==> config.mk <==
export PLATFORM = sky130hd
export DESIGN_NAME = core_mem_bridge_flat
export DESIGN_NICKNAME = d
export VERILOG_FILES = /design/src/rtl/core_mem_bridge_if.sv /design/src/rtl/core_mem_bridge.sv /design/src/flat_wrapper.sv
export SDC_FILE = /design/constraint.sdc
export NUM_CORES = 1
export LEC_CHECK = 0
export ABC_AREA = 0
export CELL_PAD_IN_SITES_DETAIL_PLACEMENT = 1
export CELL_PAD_IN_SITES_GLOBAL_PLACEMENT = 1
export CORE_MARGIN = 10
export CORE_UTILIZATION = 45
export DETAILED_ROUTE_END_ITERATION = 16
export HOLD_SLACK_MARGIN = 0.02
export PLACE_DENSITY_LB_ADDON = 0.1
export SETUP_SLACK_MARGIN = 0.1
export SYNTH_ARGS = -nofsm -noshare
export SYNTH_HDL_FRONTEND = slang
export SYNTH_SLANG_ARGS = --single-unit
==> constraint.sdc <==
create_clock -name clk -period 2.65 [get_ports clk]
set_input_delay 0.265 -clock clk [delete_from_list [all_inputs] [get_ports clk]]
set_output_delay 0.265 -clock clk [all_outputs]
set_load 0.01 [all_outputs]
==> src/rtl/core_mem_bridge_if.sv <==
// Bundles the core memory-access port and the downstream in-order memory port of
// core_mem_bridge. The bridge uses the master view; the core/memory environment uses the slave view.
interface core_mem_bridge_if #(
  parameter int ADDR_WIDTH    = 32,
  parameter int DATA_WIDTH    = 128,
  parameter int RSERIAL_WIDTH = 4,
  parameter int WSERIAL_WIDTH = 4
) ();
  // Core side
  logic [ADDR_WIDTH-1:0]    memAccessAddr;
  logic [DATA_WIDTH-1:0]    memAccessWriteData;
  logic                     memAccessRE;
  logic                     memAccessWE;
  logic                     memAccessReadBusy;
  logic                     memAccessWriteBusy;
  logic [RSERIAL_WIDTH-1:0] nextMemReadSerial;
  logic [WSERIAL_WIDTH-1:0] nextMemWriteSerial;
  logic                     memReadDataReady;
  logic [DATA_WIDTH-1:0]    memReadData;
  logic [RSERIAL_WIDTH-1:0] memReadSerial;
  logic                     memAccessResponseValid;
  logic [WSERIAL_WIDTH-1:0] memAccessResponseSerial;
  // Memory side
  logic                     mem_req_valid;
  logic                     mem_req_ready;
  logic                     mem_req_we;
  logic [ADDR_WIDTH-1:0]    mem_req_addr;
  logic [DATA_WIDTH-1:0]    mem_req_wdata;
  logic                     mem_rsp_valid;
  logic [DATA_WIDTH-1:0]    mem_rsp_rdata;

  modport master (
    input  memAccessAddr, memAccessWriteData, memAccessRE, memAccessWE,
    output memAccessReadBusy, memAccessWriteBusy, nextMemReadSerial, nextMemWriteSerial,
    output memReadDataReady, memReadData, memReadSerial,
    output memAccessResponseValid, memAccessResponseSerial,
    output mem_req_valid, mem_req_we, mem_req_addr, mem_req_wdata,
    input  mem_req_ready, mem_rsp_valid, mem_rsp_rdata
  );

  modport slave (
    output memAccessAddr, memAccessWriteData, memAccessRE, memAccessWE,
    input  memAccessReadBusy, memAccessWriteBusy, nextMemReadSerial, nextMemWriteSerial,
    input  memReadDataReady, memReadData, memReadSerial,
    input  memAccessResponseValid, memAccessResponseSerial,
    input  mem_req_valid, mem_req_we, mem_req_addr, mem_req_wdata,
    output mem_req_ready, mem_rsp_valid, mem_rsp_rdata
  );
endinterface

==> src/rtl/core_mem_bridge.sv <==
// Core-to-memory bridge: serial assignment, request FIFO, in-order response tracker, busy back-pressure.
// Define CORE_MEM_BRIDGE_PERF_COUNTER_EN to add saturating read/write/busy-cycle counters.
module core_mem_bridge #(
  parameter int ADDR_WIDTH      = 32,
  parameter int DATA_WIDTH      = 128,
  parameter int RSERIAL_WIDTH   = 4,
  parameter int WSERIAL_WIDTH   = 4,
  parameter int REQ_DEPTH       = 4,
  parameter int MAX_OUTSTANDING = 8
) (
  input  logic              clk,
  input  logic              rst,
  core_mem_bridge_if.master bus,
  output logic              proto_error
`ifdef CORE_MEM_BRIDGE_PERF_COUNTER_EN
  ,
  output logic [31:0]       perf_read_count,
  output logic [31:0]       perf_write_count,
  output logic [31:0]       perf_busy_cycles
`endif
);
  localparam int SW  = (RSERIAL_WIDTH > WSERIAL_WIDTH) ? RSERIAL_WIDTH : WSERIAL_WIDTH;
  localparam int RPW = $clog2(REQ_DEPTH);
  localparam int RCW = $clog2(REQ_DEPTH + 1);
  localparam int TPW = $clog2(MAX_OUTSTANDING);
  localparam int OW  = $clog2(MAX_OUTSTANDING + 1);
  localparam logic [RCW-1:0] REQ_FULL = RCW'(REQ_DEPTH);
  localparam logic [OW-1:0]  OCC_FULL = OW'(MAX_OUTSTANDING);

  typedef struct packed {
    logic                  we;
    logic [ADDR_WIDTH-1:0] addr;
    logic [DATA_WIDTH-1:0] wdata;
    logic [SW-1:0]         serial;
  } req_t;

  typedef struct packed {
    logic          we;
    logic [SW-1:0] serial;
  } trk_t;

  req_t [REQ_DEPTH-1:0]       req_mem_q, req_mem_d;
  logic [RPW-1:0]             req_wp_q, req_wp_d, req_rp_q, req_rp_d;
  logic [RCW-1:0]             req_cnt_q, req_cnt_d;
  trk_t [MAX_OUTSTANDING-1:0] trk_mem_q, trk_mem_d;
  logic [TPW-1:0]             trk_wp_q, trk_wp_d, trk_rp_q, trk_rp_d;
  logic [OW-1:0]              trk_cnt_q, trk_cnt_d;
  logic [OW-1:0]              occ_q, occ_d;
  logic [RSERIAL_WIDTH-1:0]   rserial_q, rserial_d;
  logic [WSERIAL_WIDTH-1:0]   wserial_q, wserial_d;
  logic                       rd_vld_q, rd_vld_d, wr_vld_q, wr_vld_d;
  logic [DATA_WIDTH-1:0]      rd_data_q, rd_data_d;
  logic [RSERIAL_WIDTH-1:0]   rd_ser_q, rd_ser_d;
  logic [WSERIAL_WIDTH-1:0]   wr_ser_q, wr_ser_d;
  logic                       proto_q, proto_d;

  logic busy, acc_rd, acc_wr, push, pop, rsp;
  req_t head;
  trk_t thead;

  // Downstream handshake: a request transfers on any rising edge where mem_req_valid && mem_req_ready;
  // valid never waits on ready and the head fields stay stable until that edge. Responses need no ready.
  assign busy   = (req_cnt_q == REQ_FULL) || (occ_q == OCC_FULL);
  assign acc_rd = bus.memAccessRE && !busy;
  assign acc_wr = bus.memAccessWE && !bus.memAccessRE && !busy;
  assign push   = acc_rd || acc_wr;
  assign pop    = (req_cnt_q != '0) && bus.mem_req_ready;
  assign rsp    = bus.mem_rsp_valid && (trk_cnt_q != '0);
  assign head   = req_mem_q[req_rp_q];
  assign thead  = trk_mem_q[trk_rp_q];

  always_comb begin
    req_mem_d = req_mem_q;
    req_wp_d  = req_wp_q;
    req_rp_d  = req_rp_q;
    trk_mem_d = trk_mem_q;
    trk_wp_d  = trk_wp_q;
    trk_rp_d  = trk_rp_q;
    rserial_d = rserial_q;
    wserial_d = wserial_q;
    rd_vld_d  = 1'b0;
    wr_vld_d  = 1'b0;
    rd_data_d = rd_data_q;
    rd_ser_d  = rd_ser_q;
    wr_ser_d  = wr_ser_q;
    if (push) begin
      req_mem_d[req_wp_q].we     = acc_wr;
      req_mem_d[req_wp_q].addr   = bus.memAccessAddr;
      req_mem_d[req_wp_q].wdata  = bus.memAccessWriteData;
      req_mem_d[req_wp_q].serial = acc_wr ? SW'(wserial_q) : SW'(rserial_q);
      req_wp_d = req_wp_q + RPW'(1);
    end
    if (acc_rd) rserial_d = rserial_q + RSERIAL_WIDTH'(1);
    if (acc_wr) wserial_d = wserial_q + WSERIAL_WIDTH'(1);
    if (pop) begin
      req_rp_d = req_rp_q + RPW'(1);
      trk_mem_d[trk_wp_q].we     = head.we;
      trk_mem_d[trk_wp_q].serial = head.serial;
      trk_wp_d = trk_wp_q + TPW'(1);
    end
    if (rsp) begin
      trk_rp_d = trk_rp_q + TPW'(1);
      if (thead.we) begin
        wr_vld_d = 1'b1;
        wr_ser_d = thead.serial[WSERIAL_WIDTH-1:0];
      end else begin
        rd_vld_d  = 1'b1;
        rd_data_d = bus.mem_rsp_rdata;
        rd_ser_d  = thead.serial[RSERIAL_WIDTH-1:0];
      end
    end
    // Occupancy counts queued plus in-flight, so it is bounded by the tracker size.
    req_cnt_d = req_cnt_q + RCW'(push) - RCW'(pop);
    trk_cnt_d = trk_cnt_q + OW'(pop) - OW'(rsp);
    occ_d     = occ_q + OW'(push) - OW'(rsp);
    proto_d   = proto_q || (bus.memAccessRE && bus.memAccessWE) ||
                (bus.mem_rsp_valid && (trk_cnt_q == '0));
  end

  always_ff @(posedge clk or negedge rst) begin
    if (!rst) begin
      req_mem_q <= '0;
      trk_mem_q <= '0;
      req_wp_q  <= '0;
      req_rp_q  <= '0;
      req_cnt_q <= '0;
      trk_wp_q  <= '0;
      trk_rp_q  <= '0;
      trk_cnt_q <= '0;
      occ_q     <= '0;
      rserial_q <= '0;
      wserial_q <= '0;
      rd_vld_q  <= 1'b0;
      wr_vld_q  <= 1'b0;
      rd_data_q <= '0;
      rd_ser_q  <= '0;
      wr_ser_q  <= '0;
      proto_q   <= 1'b0;
    end else begin
      req_mem_q <= req_mem_d;
      trk_mem_q <= trk_mem_d;
      req_wp_q  <= req_wp_d;
      req_rp_q  <= req_rp_d;
      req_cnt_q <= req_cnt_d;
      trk_wp_q  <= trk_wp_d;
      trk_rp_q  <= trk_rp_d;
      trk_cnt_q <= trk_cnt_d;
      occ_q     <= occ_d;
      rserial_q <= rserial_d;
      wserial_q <= wserial_d;
      rd_vld_q  <= rd_vld_d;
      wr_vld_q  <= wr_vld_d;
      rd_data_q <= rd_data_d;
      rd_ser_q  <= rd_ser_d;
      wr_ser_q  <= wr_ser_d;
      proto_q   <= proto_d;
    end
  end

  assign bus.memAccessReadBusy       = busy;
  assign bus.memAccessWriteBusy      = busy;
  assign bus.nextMemReadSerial       = rserial_q;
  assign bus.nextMemWriteSerial      = wserial_q;
  assign bus.memReadDataReady        = rd_vld_q;
  assign bus.memReadData             = rd_data_q;
  assign bus.memReadSerial           = rd_ser_q;
  assign bus.memAccessResponseValid  = wr_vld_q;
  assign bus.memAccessResponseSerial = wr_ser_q;
  assign bus.mem_req_valid           = (req_cnt_q != '0);
  assign bus.mem_req_we              = head.we;
  assign bus.mem_req_addr            = head.addr;
  assign bus.mem_req_wdata           = head.wdata;
  assign proto_error                 = proto_q;

`ifdef CORE_MEM_BRIDGE_PERF_COUNTER_EN
  logic [31:0] perf_rd_q, perf_rd_d, perf_wr_q, perf_wr_d, perf_busy_q, perf_busy_d;

  always_comb begin
    perf_rd_d   = perf_rd_q;
    perf_wr_d   = perf_wr_q;
    perf_busy_d = perf_busy_q;
    if (acc_rd && (perf_rd_q != 32'hFFFF_FFFF)) perf_rd_d = perf_rd_q + 32'd1;
    if (acc_wr && (perf_wr_q != 32'hFFFF_FFFF)) perf_wr_d = perf_wr_q + 32'd1;
    if ((bus.memAccessRE || bus.memAccessWE) && busy && (perf_busy_q != 32'hFFFF_FFFF))
      perf_busy_d = perf_busy_q + 32'd1;
  end

  always_ff @(posedge clk or negedge rst) begin
    if (!rst) begin
      perf_rd_q   <= '0;
      perf_wr_q   <= '0;
      perf_busy_q <= '0;
    end else begin
      perf_rd_q   <= perf_rd_d;
      perf_wr_q   <= perf_wr_d;
      perf_busy_q <= perf_busy_d;
    end
  end

  assign perf_read_count  = perf_rd_q;
  assign perf_write_count = perf_wr_q;
  assign perf_busy_cycles = perf_busy_q;
`endif
endmodule

==> src/flat_wrapper.sv <==
// flat-port wrapper written by rule: the top's interface ports become plain ports
module core_mem_bridge_flat 
#(
  parameter int ADDR_WIDTH      = 32,
  parameter int DATA_WIDTH      = 128,
  parameter int RSERIAL_WIDTH   = 4,
  parameter int WSERIAL_WIDTH   = 4,
  parameter int REQ_DEPTH       = 4,
  parameter int MAX_OUTSTANDING = 8
)
  (clk, rst, proto_error, bus_memAccessAddr, bus_memAccessWriteData, bus_memAccessRE, bus_memAccessWE, bus_memAccessReadBusy, bus_memAccessWriteBusy, bus_nextMemReadSerial, bus_nextMemWriteSerial, bus_memReadDataReady, bus_memReadData, bus_memReadSerial, bus_memAccessResponseValid, bus_memAccessResponseSerial, bus_mem_req_valid, bus_mem_req_we, bus_mem_req_addr, bus_mem_req_wdata, bus_mem_req_ready, bus_mem_rsp_valid, bus_mem_rsp_rdata);
  core_mem_bridge_if #(.ADDR_WIDTH(ADDR_WIDTH), .DATA_WIDTH(DATA_WIDTH), .RSERIAL_WIDTH(RSERIAL_WIDTH), .WSERIAL_WIDTH(WSERIAL_WIDTH)) bus_i ();
  input  logic clk;
  input  logic rst;
  output logic proto_error;
  input wire logic [$bits(bus_i.memAccessAddr)-1:0] bus_memAccessAddr;
  input wire logic [$bits(bus_i.memAccessWriteData)-1:0] bus_memAccessWriteData;
  input wire logic [$bits(bus_i.memAccessRE)-1:0] bus_memAccessRE;
  input wire logic [$bits(bus_i.memAccessWE)-1:0] bus_memAccessWE;
  output wire logic [$bits(bus_i.memAccessReadBusy)-1:0] bus_memAccessReadBusy;
  output wire logic [$bits(bus_i.memAccessWriteBusy)-1:0] bus_memAccessWriteBusy;
  output wire logic [$bits(bus_i.nextMemReadSerial)-1:0] bus_nextMemReadSerial;
  output wire logic [$bits(bus_i.nextMemWriteSerial)-1:0] bus_nextMemWriteSerial;
  output wire logic [$bits(bus_i.memReadDataReady)-1:0] bus_memReadDataReady;
  output wire logic [$bits(bus_i.memReadData)-1:0] bus_memReadData;
  output wire logic [$bits(bus_i.memReadSerial)-1:0] bus_memReadSerial;
  output wire logic [$bits(bus_i.memAccessResponseValid)-1:0] bus_memAccessResponseValid;
  output wire logic [$bits(bus_i.memAccessResponseSerial)-1:0] bus_memAccessResponseSerial;
  output wire logic [$bits(bus_i.mem_req_valid)-1:0] bus_mem_req_valid;
  output wire logic [$bits(bus_i.mem_req_we)-1:0] bus_mem_req_we;
  output wire logic [$bits(bus_i.mem_req_addr)-1:0] bus_mem_req_addr;
  output wire logic [$bits(bus_i.mem_req_wdata)-1:0] bus_mem_req_wdata;
  input wire logic [$bits(bus_i.mem_req_ready)-1:0] bus_mem_req_ready;
  input wire logic [$bits(bus_i.mem_rsp_valid)-1:0] bus_mem_rsp_valid;
  input wire logic [$bits(bus_i.mem_rsp_rdata)-1:0] bus_mem_rsp_rdata;
  assign bus_i.memAccessAddr = bus_memAccessAddr;
  assign bus_i.memAccessWriteData = bus_memAccessWriteData;
  assign bus_i.memAccessRE = bus_memAccessRE;
  assign bus_i.memAccessWE = bus_memAccessWE;
  assign bus_memAccessReadBusy = bus_i.memAccessReadBusy;
  assign bus_memAccessWriteBusy = bus_i.memAccessWriteBusy;
  assign bus_nextMemReadSerial = bus_i.nextMemReadSerial;
  assign bus_nextMemWriteSerial = bus_i.nextMemWriteSerial;
  assign bus_memReadDataReady = bus_i.memReadDataReady;
  assign bus_memReadData = bus_i.memReadData;
  assign bus_memReadSerial = bus_i.memReadSerial;
  assign bus_memAccessResponseValid = bus_i.memAccessResponseValid;
  assign bus_memAccessResponseSerial = bus_i.memAccessResponseSerial;
  assign bus_mem_req_valid = bus_i.mem_req_valid;
  assign bus_mem_req_we = bus_i.mem_req_we;
  assign bus_mem_req_addr = bus_i.mem_req_addr;
  assign bus_mem_req_wdata = bus_i.mem_req_wdata;
  assign bus_i.mem_req_ready = bus_mem_req_ready;
  assign bus_i.mem_rsp_valid = bus_mem_rsp_valid;
  assign bus_i.mem_rsp_rdata = bus_mem_rsp_rdata;
  core_mem_bridge #(.ADDR_WIDTH(ADDR_WIDTH), .DATA_WIDTH(DATA_WIDTH), .RSERIAL_WIDTH(RSERIAL_WIDTH), .WSERIAL_WIDTH(WSERIAL_WIDTH), .REQ_DEPTH(REQ_DEPTH), .MAX_OUTSTANDING(MAX_OUTSTANDING)) u_core (.clk(clk), .rst(rst), .bus(bus_i), .proto_error(proto_error));
endmodule
# Word level (Yosys, flattened, before mapping)
# Cells that the tools add are included.
# word_totals
reg_bits,868
inputBits,294
out_inout_bits,311
word_cells,115
# classes
n_addsub,12
n_lt_le_gt_ge,6
n_eq_ne,2
muxes,27
bitwise_logic,1
reduce_logical,20
# ops
cell,n
bitwise mux 660 bit,4
demux 165 bit (select 2 bit),4
binary-select mux 165 bit (select 2 bit),1
two-way mux 165 bit,2
two-way mux 164 bit,1
two-way mux 132 bit,1
bitwise mux 40 bit,2
demux 5 bit (select 3 bit),2
binary-select mux 5 bit (select 3 bit),1
two-way mux 4 bit,3
two-way mux 5 bit,2
logical AND 1 bit,9
adder 4 x 1 -> 4 bit,2
adder 4 x 1 -> 4 bit (second input constant),2
less-than comparator 3 x 4 -> 1 bit (second input constant),2
subtractor 4 x 1 -> 4 bit,2
adder 3 x 1 -> 3 bit (second input constant),2
less-than comparator 2 x 3 -> 1 bit (second input constant),2
adder 2 x 1 -> 2 bit (second input constant),2
== test 4 bit (second input constant),1
logical NOT 4 bit,1
logical OR 1 bit,4
two-way mux 1 bit,4
AND reduction 2 bit,2
other kinds (9),10

# Longest topological paths before layout
# depth
word_depth,8
mapped_depth,11

# Worst setup path after synthesis
# Ideal clock, no wire load.
# synth_path
kind,register to register
startpoint,register u_core.trk_cnt_q[2]
endpoint,register u_core.occ_q[2]
setup_time_ns,0.123
arrival_time_ns,2.062
required_ns,2.527
setup_slack_ns,0.466
stages_incl_launch_ff,12
n_path_buf,1
path_cell_list,dfrtp_1 inv_1 ha_1 nor3b_1 nand2b_1 clkbuf_1 or2_2 nand2_1 ha_1 inv_1 fa_1 xnor2_1
# synth_between
elab_chain_len,3
# synth_lines
element,line,rtl
from (decl),core_mem_bridge.sv:47,"logic [OW-1:0] trk_cnt_q, trk_cnt_d;"
from (signal assigned),core_mem_bridge.sv:147,trk_cnt_q <= trk_cnt_d;
nonzero test 4 bit,core_mem_bridge.sv:68,assign rsp = bus.mem_rsp_valid && (trk_cnt_q != '0);
logical AND 1 bit,core_mem_bridge.sv:68,
subtractor 4 x 1 -> 4 bit,core_mem_bridge.sv:115,occ_d = occ_q + OW'(push) - OW'(rsp);
via u_core.occ_d[2],core_mem_bridge.sv:48,"logic [OW-1:0] occ_q, occ_d;"
to (signal assigned),core_mem_bridge.sv:130,occ_q <= '0;
to (signal assigned),core_mem_bridge.sv:148,occ_q <= occ_d;
to (decl),core_mem_bridge.sv:48,
# The timed path passes the listed nets, and every way through them passes these cells.
# A chain may end at the register's enable or synchronous reset.

# Worst setup path after layout
# layout_path
startpoint,register u_core.req_rp_q[0]
endpoint,output port bus_mem_req_wdata[97]
# layout_between
elab_chain_len,2
# layout_lines
element,line,rtl
from (decl),core_mem_bridge.sv:43,"logic [RPW-1:0] req_wp_q, req_wp_d, req_rp_q, req_rp_d;"
from (signal assigned),core_mem_bridge.sv:143,req_rp_q <= req_rp_d;
binary-select mux 165 bit (select 2 bit),core_mem_bridge.sv:69,assign head = req_mem_q[req_rp_q];
two-way mux 165 bit (not written as such),core_mem_bridge.sv:69,
to (decl),flat_wrapper.sv:32,output wire logic [$bits(bus_i.mem_req_wdata)-1:0] bus_mem_req_wdata;
# No other way between the ends. The select of a mux whose other input is x is not followed.

==> flow_results.xml <==
<?xml version="1.0" encoding="UTF-8"?>
<metrics>
  <group name="outcome">
    <metric name="status" unit="">finished, final reports clean</metric>
  </group>
  <group name="worst_setup_path">
    <metric name="path_common_cell" unit="">sky130_fd_sc_hd__buf_4</metric>
    <metric name="kind_of_cell_with_the_highest_combined_delay_on_the_critical_path" unit="">buffers and inverters</metric>
    <metric name="worstPathRequired" unit="ns">2.38</metric>
    <metric name="cp_cell_sequence" unit="">buf_12 &gt; buf_4 &gt; buf_16 &gt; buf_4 &gt; mux4_2 &gt; buf_6</metric>
    <metric name="crit_path_max_incr_delay" unit="ns">0.53</metric>
    <metric name="endpoint_kind_of_the_worst_setup_timing_path" unit="">output pin</metric>
    <metric name="path_max_fanout" unit="">9</metric>
    <metric name="criticalPathCategory" unit="">reg -&gt; out</metric>
    <metric name="cpMaxStageDelayCell" unit="">sky130_fd_sc_hd__dfrtp_4</metric>
    <metric name="startpoint_type" unit="">flip-flop</metric>
    <metric name="timing.critical_path.arrival" unit="ns">2.36</metric>
    <metric name="worst_path_buffer_plus_inverter_count" unit="">5</metric>
  </group>
  <group name="placed_design">
    <metric name="dp_slack" unit="ns">0.1915</metric>
    <metric name="place.detailed.instances" unit="">3804</metric>
    <metric name="gpl.final_weighted_congestion" unit="">0.7583</metric>
    <metric name="numPortBuffers" unit="">604</metric>
    <metric name="detailed_place_hpwl" unit="um">75510</metric>
  </group>
  <group name="power">
    <metric name="power_switching_share" unit="">0.3357</metric>
    <metric name="vdd.ir_drop.worst" unit="mV">0.7210</metric>
    <metric name="clock_power_share" unit="">0.183</metric>
    <metric name="finalPower" unit="W">0.07193</metric>
    <metric name="power_switching" unit="W">0.02415</metric>
    <metric name="combinationalPowerShare" unit="">0.484</metric>
    <metric name="power_report.internal_total" unit="W">0.04778</metric>
    <metric name="relative_contribution_of_sequential_cells_to_total_power" unit="">0.334</metric>
    <metric name="p_leak" unit="nW">20.60</metric>
    <metric name="cellPowerDensity" unit="nW/um^2">1467</metric>
  </group>
  <group name="floorplanning">
    <metric name="die_width" unit="um">306.7</metric>
    <metric name="initial_utilization" unit="">0.4525</metric>
    <metric name="io_pins" unit="">605</metric>
    <metric name="rows" unit="">105</metric>
    <metric name="chipHeight" unit="um">306.7</metric>
    <metric name="floorplan.die_area" unit="um^2">94040</metric>
    <metric name="placeableCoreArea" unit="um^2">81720</metric>
  </group>
  <group name="sta">
    <metric name="finalCriticalPeriod" unit="ns">2.630</metric>
    <metric name="max_freq" unit="MHz">380.3</metric>
    <metric name="final_min_period_over_clock_period" unit="">0.9924</metric>
    <metric name="grt_setup_unrepaired" unit="">true</metric>
    <metric name="report.final.setup_viol" unit="">0</metric>
    <metric name="largest_clock_skew_in_the_final_design" unit="ns">0.02897</metric>
    <metric name="final_setup_tns" unit="ns">0</metric>
    <metric name="setup_slack" unit="ns">0.02016</metric>
    <metric name="max-slew-margin-rel" unit="">0.5729</metric>
    <metric name="hold_violation_count_in_the_final_report" unit="">0</metric>
    <metric name="maxSlewViolCount" unit="">0</metric>
    <metric name="worst-slew-pin-transition" unit="ns">0.6406</metric>
  </group>
  <group name="synthesis">
    <metric name="netlist_area" unit="um^2">36980</metric>
    <metric name="synth.yosys.seq_area_share" unit="">0.5874</metric>
    <metric name="synth_top_flop_cell" unit="">sky130_fd_sc_hd__dfrtp_1</metric>
    <metric name="synth_area_per_cell" unit="um^2">17.08</metric>
    <metric name="synthTopCellsByArea" unit="">sky130_fd_sc_hd__dfrtp_1 59%, sky130_fd_sc_hd__mux2_1 13%, sky130_fd_sc_hd__mux2_2 12%, sky130_fd_sc_hd__mux4_2 11%, sky130_fd_sc_hd__buf_4 0.75%</metric>
    <metric name="yosys_register_bits" unit="">868</metric>
    <metric name="synth.largest_area_cell" unit="">sky130_fd_sc_hd__dfrtp_1</metric>
    <metric name="synth-warning-count" unit="">0</metric>
    <metric name="post-synth-top-area-fraction" unit="">0.5874</metric>
    <metric name="synth-edff-count" unit="">0</metric>
    <metric name="yosys.cell_types.count" unit="">39</metric>
    <metric name="postSynthNetCount" unit="">2480</metric>
    <metric name="postSynthCellCount" unit="">2165</metric>
    <metric name="async_flop_share" unit="">1.000</metric>
  </group>
  <group name="cts">
    <metric name="clk_path_buf_depth" unit="">3</metric>
    <metric name="cts-htree-levels" unit="">3</metric>
    <metric name="clkSlewWorstSetupHoldPaths" unit="ns">0.05</metric>
    <metric name="clk-insertion-delay-late" unit="ns">0.65</metric>
    <metric name="clock-sinks" unit="">868</metric>
    <metric name="cts_inserted_buffers" unit="">93</metric>
    <metric name="clock-root-buffer" unit="">sky130_fd_sc_hd__clkbuf_16</metric>
    <metric name="tritoncts" unit="">built</metric>
  </group>
  <group name="global_route">
    <metric name="first_pass_grt_wire_length" unit="um">164300</metric>
    <metric name="grt_usage" unit="">0.2269</metric>
    <metric name="grt_start_max_net_pins" unit="">109</metric>
    <metric name="grt.overflow.total" unit="">0</metric>
    <metric name="number_of_global_route_vias_before_repair" unit="">25200</metric>
    <metric name="number_of_antenna_violations_at_the_first_check_in_global_routing" unit="">21</metric>
  </group>
  <group name="final_layout">
    <metric name="fin_cells" unit="">4071</metric>
    <metric name="fin_util" unit="">0.6000</metric>
    <metric name="n_fill_cell" unit="">7331</metric>
    <metric name="area_added_between_synthesis_and_finish" unit="%">32.59</metric>
    <metric name="multi_input_area" unit="um^2">14310</metric>
    <metric name="fraction_of_final_layout_cells_sized_beyond_drive_strength_1" unit="">0.3625</metric>
    <metric name="layout.cells.most_common" unit="">sky130_fd_sc_hd__dfrtp_1</metric>
    <metric name="num-nets-final" unit="">3235</metric>
    <metric name="highest_count_cells_in_the_layout_ignoring_fill_and_taps" unit="">866 x sky130_fd_sc_hd__dfrtp_1, 440 x sky130_fd_sc_hd__clkdlybuf4s50_1, 420 x sky130_fd_sc_hd__mux2_1, 404 x sky130_fd_sc_hd__mux2_2, 173 x sky130_fd_sc_hd__mux4_2</metric>
    <metric name="sequential_cell_area" unit="um^2">21730</metric>
  </group>
  <group name="drt">
    <metric name="dr.first_iter.drc_count" unit="">855</metric>
    <metric name="routed-via-count" unit="">21900</metric>
    <metric name="avgRoutedWirePerCell" unit="um">26.64</metric>
    <metric name="route.antenna.remaining_nets" unit="">0</metric>
    <metric name="drcViolationCount" unit="">0</metric>
    <metric name="postRouteWirelength" unit="um">108400</metric>
    <metric name="dr.pass1.iters" unit="">4</metric>
    <metric name="post_drt_via_cell_ratio" unit="">5.379</metric>
  </group>
  <group name="min_path">
    <metric name="hold_path_class" unit="">in -&gt; async</metric>
  </group>
  <group name="run">
    <metric name="max-cap-violations" unit="">0</metric>
  </group>
</metrics>
flip-flops by register name (all words and copies together) (netlist names):
signal,flops
u_core.req_wp_q,2
u_core.req_cnt_q,3
u_core.req_rp_q,2
u_core.bus.memAccessResponseValid,1
u_core.trk_cnt_q,4
u_core.bus.memReadSerial,4
u_core.bus.memAccessResponseSerial,4
u_core.proto_error,1
u_core.bus.memReadData,128
u_core.trk_mem_q,40
u_core.bus.nextMemWriteSerial,4
u_core.bus.nextMemReadSerial,4
u_core.bus.memReadDataReady,1
u_core.trk_rp_q,3
u_core.trk_wp_q,3
u_core.req_mem_q,660
u_core.occ_q,4
layout make-up:
| class | instances | area share |
|---|---|---|
| clock buffers | 142 | 0.05716 |
| diodes | 5 | 0.0002552 |
| well taps | 1070 | 0.02731 |
| inverters | 25 | 0.001914 |
| multi-input cells | 1140 | 0.2918 |
| repair buffers | 792 | 0.1716 |
| flip-flops and latches | 868 | 0.4432 |
| clock inverters | 29 | 0.006763 |
power groups by stage:
stage	clock network (W)	registers [W]	logic [W]
2_1_floorplan	0	0.0232	0.0188
3_3_place_gp	0	0.0234	0.0330
3_5_place_dp	0	0.0241	0.0339
4_1_cts	0.0135	0.0240	0.0343
5_1_grt	0.0141	0.0248	0.0371
6_report	0.0131	0.0240	0.0348
routing by layer:
layer / wire (um) / vias up / GRT usage
met1: 43550 / 11760 / 0.2698
met2: 56190 / 495 / 0.4030
met3: 6566 / 127 / 0.06446
met4: 1891 / 34 / 0.05234
met5: 237 / - / 0
li1: - / 9484 / -
final timing paths:
check | endpoint | depth (start not counted) | from | slack, ns
hold reg to reg | u_core.req_mem_q[430] | 1 | u_core.req_mem_q[430] | 0.48
setup / recovery | bus_mem_req_wdata[97] | 6 | u_core.req_rp_q[0] | 0.02
hold / removal | u_core.req_mem_q[159] | 2 | rst | 0.17
max in group asynchronous | u_core.req_mem_q[37] | 3 | rst | 1.49
min in group clk | u_core.bus.memReadData[42] | 2 | bus_mem_rsp_rdata[42] | 0.24
setup reg to reg | u_core.req_mem_q[188] | 7 | u_core.occ_q[2] | 0.27
what timing repair did:
| item | in CTS | in global routing |
|---|---|---|
| hold buffers | 1 | 0 |
| hold endpoints to repair | 257 | 0 |
| cloned | 11 | 2 |
| setup buffers | 47 | 33 |
| pin swaps | 1 | 0 |
| gates resized for setup | 608 | 211 |
| setup endpoints to repair | 163 | 125 |
cells in the mapped netlist, types with 2 or more instances:
master                     instances
sky130_fd_sc_hd__a21o_1            2
sky130_fd_sc_hd__a21oi_1          18
sky130_fd_sc_hd__buf_2            53
sky130_fd_sc_hd__buf_4            37
sky130_fd_sc_hd__buf_6            21
sky130_fd_sc_hd__clkbuf_1         20
sky130_fd_sc_hd__dfrtp_1         868
sky130_fd_sc_hd__fa_1              3
sky130_fd_sc_hd__ha_1             18
sky130_fd_sc_hd__inv_1            25
sky130_fd_sc_hd__mux2_1          420
sky130_fd_sc_hd__mux2_2          404
sky130_fd_sc_hd__mux2i_1           8
sky130_fd_sc_hd__mux4_2          173
sky130_fd_sc_hd__nand2_1          13
sky130_fd_sc_hd__nand2b_1          5
sky130_fd_sc_hd__nand3_1           3
sky130_fd_sc_hd__nor2_1           25
sky130_fd_sc_hd__nor3_1            2
sky130_fd_sc_hd__nor3b_4           2
sky130_fd_sc_hd__nor4b_4           4
sky130_fd_sc_hd__o21ai_0           6
sky130_fd_sc_hd__or3_1             2
sky130_fd_sc_hd__xnor2_1          14
sky130_fd_sc_hd__xor2_1            5
kinds of logic after synthesis:
group,synth area share
AO/OA/AOI/OAI,0.004940
XOR/XNOR,0.004500
adder cells (fa/ha/maj),0.007715
buffers and inverters,0.02575
flip-flops,0.5874
multiplexers,0.3585
AND/OR/NAND/NOR,0.01120
worst register-to-register path, cell delays in order (launching register included):
cell	delay [ns]
sky130_fd_sc_hd__dfrtp_1	0.32
sky130_fd_sc_hd__inv_1	0.05
sky130_fd_sc_hd__ha_1	0.19
sky130_fd_sc_hd__nor3b_4	0.16
sky130_fd_sc_hd__buf_4	0.20
sky130_fd_sc_hd__nor4b_4	0.36
sky130_fd_sc_hd__buf_12	0.40
sky130_fd_sc_hd__mux2_2	0.56
metrics by stage:
| stage | cell area, um^2 | hold slack [ns] |
|---|---|---|
| detailed placement | 44910 | 0.2292 |
| global route | 49030 | 0.1723 |
| CTS | 48610 | 0.1444 |
| global placement | 44910 | 0.2229 |
| floorplan | 36980 | -0.03059 |
| finish | 49030 | 0.1714 |
Note: power is estimated with default switching activity, not from simulation.
